[src/rtl/sw8_in_pkg.sv]
// Shared definitions for the sw8_in switch/button input port: FSM encoding,
// CPU register addresses and state_reg bit positions.
package sw8_in_pkg;

  typedef enum logic {
    IDLE  = 1'b0,
    COUNT = 1'b1
  } sw_state_e;

  localparam logic [31:0] SW_DATA_ADDR  = 32'h0000_03f4;
  localparam logic [31:0] SW_STATE_ADDR = 32'h0000_03f0;

  localparam int VALID_BIT   = 0;
  localparam int OVERRUN_BIT = 1;
  localparam int BUSY_BIT    = 2;

endpackage

[src/rtl/sync2ff.sv]
// Parameterised-width two-flop synchronizer with asynchronous active-high reset.
module sync2ff #(
  parameter int W = 8
) (
  input  logic         clock,
  input  logic         reset,
  input  logic [W-1:0] d,
  output logic [W-1:0] q
);

  logic [W-1:0] sync1;

  always_ff @(posedge clock or posedge reset) begin
    if (reset) begin
      sync1 <= '0;
      q     <= '0;
    end else begin
      sync1 <= d;
      q     <= sync1;
    end
  end

endmodule

[src/rtl/sw8_in.sv]
// 8-bit debounced input port: synchronizes raw pins, commits a value once it has
// been stable for a full window, and exposes data/valid/overrun/busy to the CPU.
module sw8_in
  import sw8_in_pkg::*;
#(
  parameter int DEBOUNCE_CYCLES = 20000,
  parameter int CNT_W           = 16
) (
  input  logic        clock,
  input  logic        reset,
  input  logic [7:0]  in_pins,
  input  logic        ack,
  output logic [31:0] data_reg,
  output logic [31:0] state_reg,
  output logic        change_irq
);

  localparam logic [CNT_W-1:0] LAST_CNT = CNT_W'(DEBOUNCE_CYCLES - 1);
  localparam logic [CNT_W-1:0] PRE_LAST = CNT_W'(DEBOUNCE_CYCLES - 2);

  logic [7:0]       sync2;
  logic [7:0]       candidate;
  logic [7:0]       data;
  logic [CNT_W-1:0] counter;
  logic             valid;
  logic             overrun;
  logic             commit;
  sw_state_e        state;

  sync2ff #(.W(8)) u_sync (
    .clock (clock),
    .reset (reset),
    .d     (in_pins),
    .q     (sync2)
  );

  // The load cycle counts as the first stable sample, so the window closes on the
  // edge where the counter steps onto its terminal value.
  always_comb begin
    commit = (state == COUNT) && (sync2 == candidate) &&
             (counter == PRE_LAST) && (candidate != data);
  end

  always_ff @(posedge clock or posedge reset) begin
    if (reset) begin
      state      <= IDLE;
      candidate  <= '0;
      counter    <= '0;
      data       <= '0;
      valid      <= 1'b0;
      overrun    <= 1'b0;
      change_irq <= 1'b0;
    end else begin
      change_irq <= commit;
      if (commit) data <= candidate;

      if (commit)   valid <= 1'b1;
      else if (ack) valid <= 1'b0;

      if (commit && valid && !ack) overrun <= 1'b1;
      else if (ack)                overrun <= 1'b0;

      case (state)
        IDLE: begin
          if (sync2 != data) begin
            candidate <= sync2;
            counter   <= '0;
            state     <= COUNT;
          end
        end
        COUNT: begin
          if (sync2 != candidate) begin
            candidate <= sync2;
            counter   <= '0;
          end else if (counter == PRE_LAST) begin
            // Window complete: commit (if it differs from data) or glitch rejected.
            counter <= LAST_CNT;
            state   <= IDLE;
          end else if (counter != LAST_CNT) begin
            counter <= counter + 1'b1;
          end
        end
      endcase
    end
  end

  always_comb begin
    data_reg               = {24'b0, data};
    state_reg              = '0;
    state_reg[VALID_BIT]   = valid;
    state_reg[OVERRUN_BIT] = overrun;
    state_reg[BUSY_BIT]    = (state == COUNT);
  end

  a_cnt_fits: assert property (@(posedge clock) disable iff (reset)
    (DEBOUNCE_CYCLES >= 2) && (DEBOUNCE_CYCLES <= (1 << CNT_W)));

endmodule

[config.mk]
export PLATFORM = sky130hd
export DESIGN_NAME = sw8_in
export DESIGN_NICKNAME = d
export VERILOG_FILES = /design/src/rtl/sw8_in_pkg.sv /design/src/rtl/sync2ff.sv /design/src/rtl/sw8_in.sv
export SDC_FILE = /design/constraint.sdc
export NUM_CORES = 1
export LEC_CHECK = 0
export BUFFER_PORTS_ARGS = -buffer_cell sky130_fd_sc_hd__buf_2
export CAP_MARGIN = 0
export CORE_MARGIN = 4
export CORE_UTILIZATION = 48
export DETAILED_ROUTE_END_ITERATION = 8
export PLACE_DENSITY_LB_ADDON = 0.05
export SLEW_MARGIN = 10
export SYNTH_ARGS = -nofsm -noshare
export SYNTH_HDL_FRONTEND = slang
export SYNTH_HIERARCHICAL = 1
export SYNTH_SLANG_ARGS = --single-unit
[constraint.sdc]
create_clock -name clock -period 2.5 [get_ports clock]
set_input_delay 0.25 -clock clock [delete_from_list [all_inputs] [get_ports clock]]
set_output_delay 0.25 -clock clock [all_outputs]
set_load 0.01 [all_outputs]
Word level (Yosys, flattened, before mapping)
Index checks and enable logic that the tools add are counted.
{"block": "word_totals", "output_inout_bits": 65, "wordCells": 45, "input_bits": 11, "reg_bits": 52}
{"block": "classes", "muxes": 15, "bitwise": 1, "n_reduce_logical": 10, "eq_ne": 9, "n_addsub": 1}
{"cell": "2-to-1 mux 16 bit", "n": 4}
{"cell": "case mux 16 bit (2 select lines)", "n": 1}
{"cell": "inequality test 8 bit", "n": 3}
{"cell": "adder 16 x 1 -> 16 bit, second input constant", "n": 1}
{"cell": "equality test 16 x 15 -> 1 bit, second input constant", "n": 1}
{"cell": "2-to-1 mux 8 bit", "n": 2}
{"cell": "inequality test 16 x 15 -> 1 bit, second input constant", "n": 1}
{"cell": "case mux 8 bit (2 select lines)", "n": 1}
{"cell": "equality test 8 bit", "n": 1}
{"cell": "2-to-1 mux 1 bit", "n": 6}
{"cell": "logical AND 1 bit", "n": 5}
{"cell": "inequality test 4 x 1 -> 1 bit, second input constant", "n": 1}
{"cell": "AND reduction 2 bit", "n": 2}
{"cell": "nonzero test 2 bit", "n": 2}
{"cell": "inequality test 2 x 1 -> 1 bit, second input constant", "n": 1}
{"cell": "inequality test 2 bit, second input constant", "n": 1}
{"cell": "case mux 1 bit (2 select lines)", "n": 1}
{"cell": "logical NOT 1 bit", "n": 1}
{"cell": "inverter 1 bit", "n": 1}

Logic depth before layout (Yosys ltp)
Gate-level depths: netlist (run 1).
{"block": "depth", "word_depth": 7, "depth_mapped": 8, "depth_no_buf": 7}

By module
The synthesis (run 1) kept the hierarchy.
{"mod": "sw8_in", "seq_area_each_um2": 900.9, "instances": 1, "cells_each": 271, "area_per_inst_um2": 2479.9}
{"mod": "sync2ff", "seq_area_each_um2": 400.4, "instances": 1, "cells_each": 17, "area_per_inst_um2": 404.1}

Least setup slack after synthesis (run 1)
No wires, ideal clock.
{"block": "synth_timing", "path_kind": "register to register", "startpoint": "register counter[8]", "endpoint": "register data[0]", "setup_time_ns": 0.125, "stages_incl_launch_ff": 7, "path_slack_ns": 0.084, "synth_period_minus_slack_ns": 2.416, "path_buffers": 1, "arrival_time_ns": 2.292, "required_time_ns": 2.375, "path_cell_list": "dfrtp_1 -> or4b_4 -> or4_1 -> buf_6 -> a21oi_2 -> nand4_4 -> mux2_2"}
{"block": "synth_via", "elab_chain_cells": 3}
{"element": "from (decl)", "line": "sw8_in.sv:24", "rtl": "logic [CNT_W-1:0] counter;"}
{"element": "from (signal assigned)", "line": "sw8_in.sv:80", "rtl": "counter <= counter + 1'b1;"}
{"element": "equality test 16 x 15 -> 1 bit", "line": "sw8_in.sv:41", "rtl": "(counter == PRE_LAST) && (candidate != data);"}
{"element": "logical AND 1 bit", "line": "sw8_in.sv:40", "rtl": "commit = (state == COUNT) && (sync2 == candidate) &&"}
{"element": "logical AND 1 bit", "line": "sw8_in.sv:41"}
{"element": "to (signal assigned)", "line": "sw8_in.sv:55", "rtl": "if (commit) data <= candidate;"}
{"element": "to (decl)", "line": "sw8_in.sv:23", "rtl": "logic [7:0] data;"}
Every way passes these cells.
A chain may end at the register's enable or synchronous reset.

Worst setup path in the final report (run 1)
Ends and elaborated chain as after synthesis.

==> metrics.md, run 1 <==
| Metric | Value |
|---|---|
| Leakage | 1.46 nW |
| Share of layout cells above drive strength 1 | 0.197 |
| H-tree levels | 2 |
| Via-to-Cell Ratio | 5.03 |
| Die Ht | 85.5 µm |
| First-pass GRT wire length | 9060 µm |
| Synth top cells by count | buf_4, dfrtp_1, nand2_1 |
| Tcrit/Tclk final | 0.951 |
| FF+latch count, synth | 52 |
| Clk_skew | 11.1 ps |
| Root Buffer | clkbuf_8 |
| Least-Margin Pin Slew | 547 ps |
| Drt total wl | 5430 µm |
| Worst Path Arrival | 2590 ps |
| Vias | 1,968 |
| P&R area growth vs syn | 4.95% |
| Pins Over Slew Limit | 0 |
| Max FFs per register | 16 |
| Area leader, netlist | dfrtp_1 |
| Initial antenna violation count | 0 |
| Unrepaired setup endpoints after global routing | no |
| Slew Limit Headroom | 0.632 |
| Core footprint | 5680 µm² |
| Syn. warnings | 6 |
| Num ports | 76 |
| Port buffer count | 22 |
| Clk slew on worst S/H paths | 110 ps |
| Starting Density | 0.508 |
| Hpwl dp | 4040 µm |
| Top cell type's share of synthesized area | 0.451 |
| Worst skew pair latency | 310 ps |
| PD cells | 499 nW/µm² |
| Detail Route Antenna Nets | 0 |
| Post-Syn Area | 2880 µm² |
| Outcome | finished, final reports clean |
| Highest clock rate | 0.420 GHz |
| Die W | 85.5 µm |
| Vias in the first global route | 1,774 |
| Post-synthesis sequential area ratio | 0.451 |
| Clk sinks | 52 |
| Kind of critical path | reg -> reg |
| Nets | 331 |
| FILL cells | 544 |
| Gate Count Post-Synth | 288 |
| Max cap viols | 0 |
| Synth area leaders | dfrtp_1, buf_4, mux2_2 |
| DR WL/cell | 13.9 µm |
| Hold Path Class | in -> reg |
| Setup TNS | 0 ps |
| First DRT Iteration DRCs | 75 |
| DRC errors left | 0 |
| TritonCTS clock tree | yes |
| Tmin final | 2380 ps |
| Main synth FF type | dfrtp_1 |
| Syn avg cell area | 10.0 µm² |
| Row cnt | 27 |
| Most flops, register | counter |
| Number of synthesized flops with an enable pin | 0 |
| Final hold vios | 0 |
| Cell variety after synth | 41 |
| Hold_ws | 33.0 ps |
| Setup violators final | 0 |
| CP max FO | 9 |
| Gr usage total | 0.156 |
| CTS max path bufs | 2 |
| Die ar. | 7310 µm² |
| Diode count | 0 |
| Critical Path RT | 2710 ps |
| RePlAce Congestion | 0.835 |
| Top-count cell post-synth | buf_4 |
| First-pass DRT Iterations | 4 |
| CP Launch Type | flop |
| Pin count of the biggest net entering global routing | 37 |
| Num CTS Buffers | 5 |
| Async set-reset flop share out of synthesis | 1.00 |
| Remaining Overflow, GRT | 0 |
| Worst vdd ir | 0.331 mV |
| # Post-CTS Setup Buffers | 0 |
| Crit end category | flop |
-- repair_timing --
item	CTS	global route
hold buffers	1	0
endpoints found under the hold margin	16	0
setup endpoints to repair	0	2
resized for setup	0	1
-- report_power, final --
part	leakage, nW	total [mW]	internal, mW	switching [mW]
clock	0.0511	0.524	0.212	0.312
sequential	0.666	0.880	0.860	0.0194
combinational	0.748	0.105	0.0290	0.0765
total	1.46	1.51	1.10	0.408
-- worst max-delay path, stage by stage, from the launching register on --
cell     delay [ps]
dfrtp_1         390
or4b_4          560
or4_1           580
a21oi_2         200
nand4_4         210
mux2_2          330
-- placed cells by master, fill, tap and decap left out, types with 2 or more instances in the layout --
cell      netlist  routed
buf_2           0      22
buf_4          56      12
nor4_1          9       9
nor3_1          4       3
a21o_1          2       2
conb_1          1      53
o21ai_0         8       8
ha_1            2       2
nand4_1         8       8
nor2_1         12      12
or3_1           6       6
dfrtp_1        52      52
clkbuf_8        0       5
mux2_2         13      13
a31oi_1         4       4
or4_1           3       3
inv_1           8       8
xor2_1         16      16
nand2_1        19      19
xnor2_1         8       8
or2_2           2       2
a21oi_1        11      11
and3_1          4       4
inv_6           0       2
nand3_1        15      15
-- per-layer routing --
layer	vias up	track usage	routed length, µm
li1	953	-	-
met1	926	0.227	2670
met2	83	0.241	2330
met3	6	0.0259	382
met4	0	0.0432	59
met5	-	0	0
-- kinds of logic after synthesis --
family	Yosys count	synth area share
AND/OR/NAND/NOR	90	0.173
buffers and inverters	72	0.169
flip-flops	52	0.451
AO/OA/AOI/OAI	34	0.0733
XOR/XNOR	24	0.0729
multiplexers	13	0.0508
adder cells (fa/ha/maj)	2	0.00868
other	1	0.00130
-- area by class of cell --
cell class              count  area (µm²)  share of cell area
inverters                   8        30.0             0.00992
flip-flops and latches     52        1300               0.430
clock inverters             3        28.8             0.00951
multi-input cells         216        1300               0.429
well taps                  72        90.1              0.0298
clock buffers               5        68.8              0.0227
repair buffers             35         210              0.0695
-- final timing paths --
kind                       cells past startpoint            start  slack, ps              end
max                                            5       counter[8]        120          data[0]
min                                            1       in_pins[1]         30  u_sync/sync1[1]
max reg2reg                                    5       counter[8]        120          data[0]
min reg2reg                                    0  u_sync/sync1[4]        360      u_sync/q[4]
max in group asynchronous                      4            reset       1570       counter[1]
min in group asynchronous                      3            reset        530  u_sync/sync1[1]
-- metrics by stage --
stage	total power, mW	cells	cell area [µm²]	utilization	worst slack, ps
3_5_place_dp	1.00	382	2920	0.514	106
2_1_floorplan	1.04	340	3080	-	83.7
5_1_grt	1.58	391	3030	0.533	19.7
4_1_cts	1.53	391	3020	0.533	83.5
3_3_place_gp	1.00	382	2920	0.514	122
6_report	1.51	391	3030	0.533	122
(Power assumes the default switching activity.)
==> run 2: changes to the inputs <==
ABC_AREA = 1   (was default)
CORE_UTILIZATION = 49   (was 48)
==> metrics.md, run 2 <==
| Metric | Value |
|---|---|
| Outcome | finished, violations left |
| Failing checks | hold timing |
| Hold_ws | -1.81 ps (-34.8 ps) |
| P&R area growth vs syn | 1.42% |
| Die W | 89.5 µm (+4.6%) |
| Top cell type's share of synthesized area | 0.400 (-0.0512) |
| Max FFs per register | 16 (unchanged) |
| Max cap viols | 0 (unchanged) |
| Die Ht | 89.5 µm (+4.6%) |
| Critical Path RT | 2660 ps (-50 ps) |
| Unrepaired setup endpoints after global routing | no |
| Via-to-Cell Ratio | 4.61 (-8.3%) |
| First-pass GRT wire length | 10,400 µm (+15%) |
| Top-count cell post-synth | nand2_1 |
| Final Instance Count excl. Fillers | 516 (+32%) |
| Vias | 2,381 (+21%) |
| Die ar. | 8010 µm² (+9.5%) |
| DR WL/cell | 12.2 µm (-12%) |
| Initial antenna violation count | 0 (unchanged) |
| Port buffer count | 22 (unchanged) |
| CTS max path bufs | 2 (unchanged) |
| Post-CTS sizing | 0 (unchanged) |
| Main synth FF type | dfrtp_1 |
| Remaining Overflow, GRT | 0 (unchanged) |
| Uppermost layer routed | met4 |
| PD cells | 472 nW/µm² (-5.3%) |
| Vias in the first global route | 2,148 (+21%) |
| Post-synthesis sequential area ratio | 0.400 (-0.0512) |
| Dpl ws | 653 ps (+546 ps) |
| Diode count | 0 (unchanged) |
| First DRT Iteration DRCs | 136 (+81%) |
| Nets | 451 (+36%) |
| Final Power | 1.56 mW (+3.2%) |
| Area leader, netlist | dfrtp_1 |
| Most frequent cells in the layout | nand2_1, conb_1, dfrtp_1, inv_1, nor2_1 |
| Tmin final | 1900 ps (-481 ps) |
| Kind of critical path | reg -> reg |
| Num CTS Buffers | 5 (unchanged) |
| Footprint of the multi-input gates | 1510 µm² (+16%) |
| Synth area leaders | dfrtp_1, nand2_1, buf_4 |
| Worst vdd ir | 0.268 mV (-19%) |
| H-tree levels | 2 (unchanged) |
| Clk sinks | 52 (unchanged) |
| Setup violators final | 0 (unchanged) |
| Share of layout cells above drive strength 1 | 0.155 (-0.0426) |
| Routed length on met1 | 3150 µm (+18%) |
| Length of routed met3 wiring | 418 µm (+9.4%) |
| Final hold vios | 1 (+1) |
| Root Buffer | clkbuf_8 |
| Critical Path Max Stage Delay | 460 ps (-120 ps) |
| Async set-reset flop share out of synthesis | 1.00 (unchanged) |
| Highest clock rate | 0.527 GHz (+25%) |
| Crit end category | flop |
| Clk_skew | 14.2 ps (+3.02 ps) |
| Pin count of the biggest net entering global routing | 37 (unchanged) |
| Core footprint | 6390 µm² (+13%) |
| RePlAce Congestion | 0.835 (about the same) |
| Gate Count Post-Synth | 417 (+45%) |
| Placed Instances | 508 (+33%) |
| CP max FO | 18 (+9) |
| Drt total wl | 6280 µm (+16%) |
| FF+latch area | 1300 µm² (unchanged) |
| Synth top cells by count | nand2_1, buf_4, dfrtp_1 |
| Worst skew pair latency | 310 ps (about the same) |
| Row cnt | 29 (+7.4%) |
| PnR worst setup slack | 603 ps (+481 ps) |
| TritonCTS clock tree | yes |
| Num ports | 76 (unchanged) |
| RR Startpoint | counter[0] |
| Cts-stage hold buffer count | 0 (-1) |
| Hold Path Class | in -> async |
| # Post-CTS Setup Buffers | 0 (unchanged) |
| Worst Path Arrival | 2060 ps (-530 ps) |
| Tcrit/Tclk final | 0.759 (-0.192) |
| Number of synthesized flops with an enable pin | 0 (unchanged) |
| Most common library cell in the layout ignoring fill and taps | nand2_1 |
| Syn avg cell area | 7.80 µm² (-22%) |
| Worst r2r dst | counter[15] |
| Setup TNS | 0 ps (unchanged) |
| FF+latch count, synth | 52 (unchanged) |
| Hpwl dp | 4840 µm (+20%) |
| Post-Syn Area | 3250 µm² (+13%) |
| CP Cell Sequence | ha_1, nand2_1, clkinv_1, nand2_1, nor2_1, nand3_1, o21ai_4, o21ai_0 |
| Reg2Reg Setup Slack | 600 ps (+480 ps) |
| Starting Density | 0.509 (+0.00125) |
| DRC errors left | 0 (unchanged) |
| Leakage | 1.78 nW (+21%) |
| Critical-path cell with the highest stage delay | o21ai_4 |
| Pins Over Slew Limit | 0 (unchanged) |
| Gr usage total | 0.169 (+0.0133) |
| Syn. warnings | 6 (unchanged) |
| First-pass DRT Iterations | 4 (unchanged) |
| FILL cells | 625 (+15%) |
| Clk slew on worst S/H paths | 110 ps (about the same) |
| Most flops, register | counter |
| Cell variety after synth | 33 (-20%) |
| Slew Limit Headroom | 0.600 (-0.0320) |
| Worst r2r path cells | 8 (+3) |
| Least-Margin Pin Slew | 599 ps (+52.4 ps) |
| Detail Route Antenna Nets | 0 (unchanged) |
| Met2 WL | 2670 µm (+15%) |
| CP Launch Type | flop |
| Most frequent CP cell | nand2_1 |
## run 2: changes by cell type in the layout (fill, tap and decap cells not counted), moves of 6 or more
cell     previous run  this run
or3_1               6         0
nand3_1            15        27
inv_1               8        31
o21ai_0             8        16
buf_4              12         1
nor4_1              9         0
mux2_2             13         0
nor2_1             12        31
o21ai_2             0         8
nand2_1            19       120
inv_2               0        14
a21oi_1            11         3
## run 2: cells by family (layout without fill, tap and decap cells)
| family | Yosys count | in the layout | synth area share |
|---|---|---|---|
| other cells | 1 | 53 | 0.00115 |
| xor+xnor | 16 | 16 | 0.0431 |
| buf+inv | 108 | 78 | 0.196 |
| flops | 52 | 52 | 0.400 |
| simple gates | 205 | 205 | 0.287 |
| fa+ha+maj | 2 | 2 | 0.00769 |
| compound gates | 33 | 33 | 0.0658 |
## run 2: routing by layer
metal	vias up	GRT usage
met2	81	0.248
met5	-	0
met4	0	0.0379
li1	1227	-
met3	4	0.0276
met1	1069	0.261
## run 2: worst max-delay path, delay by kind of cell (launching register included)
kind	cells	cell delay (ps)
buf+inv	1	70
simple gates	4	410
flops	1	430
fa+ha+maj	1	190
compound gates	2	650
## run 2: cell type report
cell class	count	area share
sequential	52	0.394
inverter	47	0.0535
clock inverter	3	0.00872
timing repair buffer	23	0.0356
multi-input combinational	309	0.458
tap	77	0.0292
clock buffer	5	0.0209
## run 2: power by group
group | total, mW | internal (mW) | switching, mW | leakage [nW]
clock network | 0.526 | 0.212 | 0.314 | 0.0511
logic | 0.150 | 0.0376 | 0.113 | 1.06
registers | 0.882 | 0.861 | 0.0205 | 0.666
total | 1.56 | 1.11 | 0.447 | 1.78
## run 2: worst max path at each step
stage | endpoint | start | slack, ps | cells past startpoint
floorplan | counter[7] | counter[0] | 980 | 11
global placement | counter[15] | counter[0] | 660 | 8
detailed placement | counter[15] | counter[0] | 650 | 8
CTS | counter[15] | counter[0] | 600 | 8
global route | counter[15] | counter[0] | 430 | 8
finish | counter[15] | counter[0] | 600 | 8
## run 2: metrics by stage
| stage | util | instance area, µm² |
|---|---|---|
| finish | 0.517 | 3300 |
| global route | 0.517 | 3300 |
| CTS | 0.517 | 3300 |
| detailed placement | 0.501 | 3200 |
| global placement | 0.501 | 3200 |
| floorplan | - | 3450 |
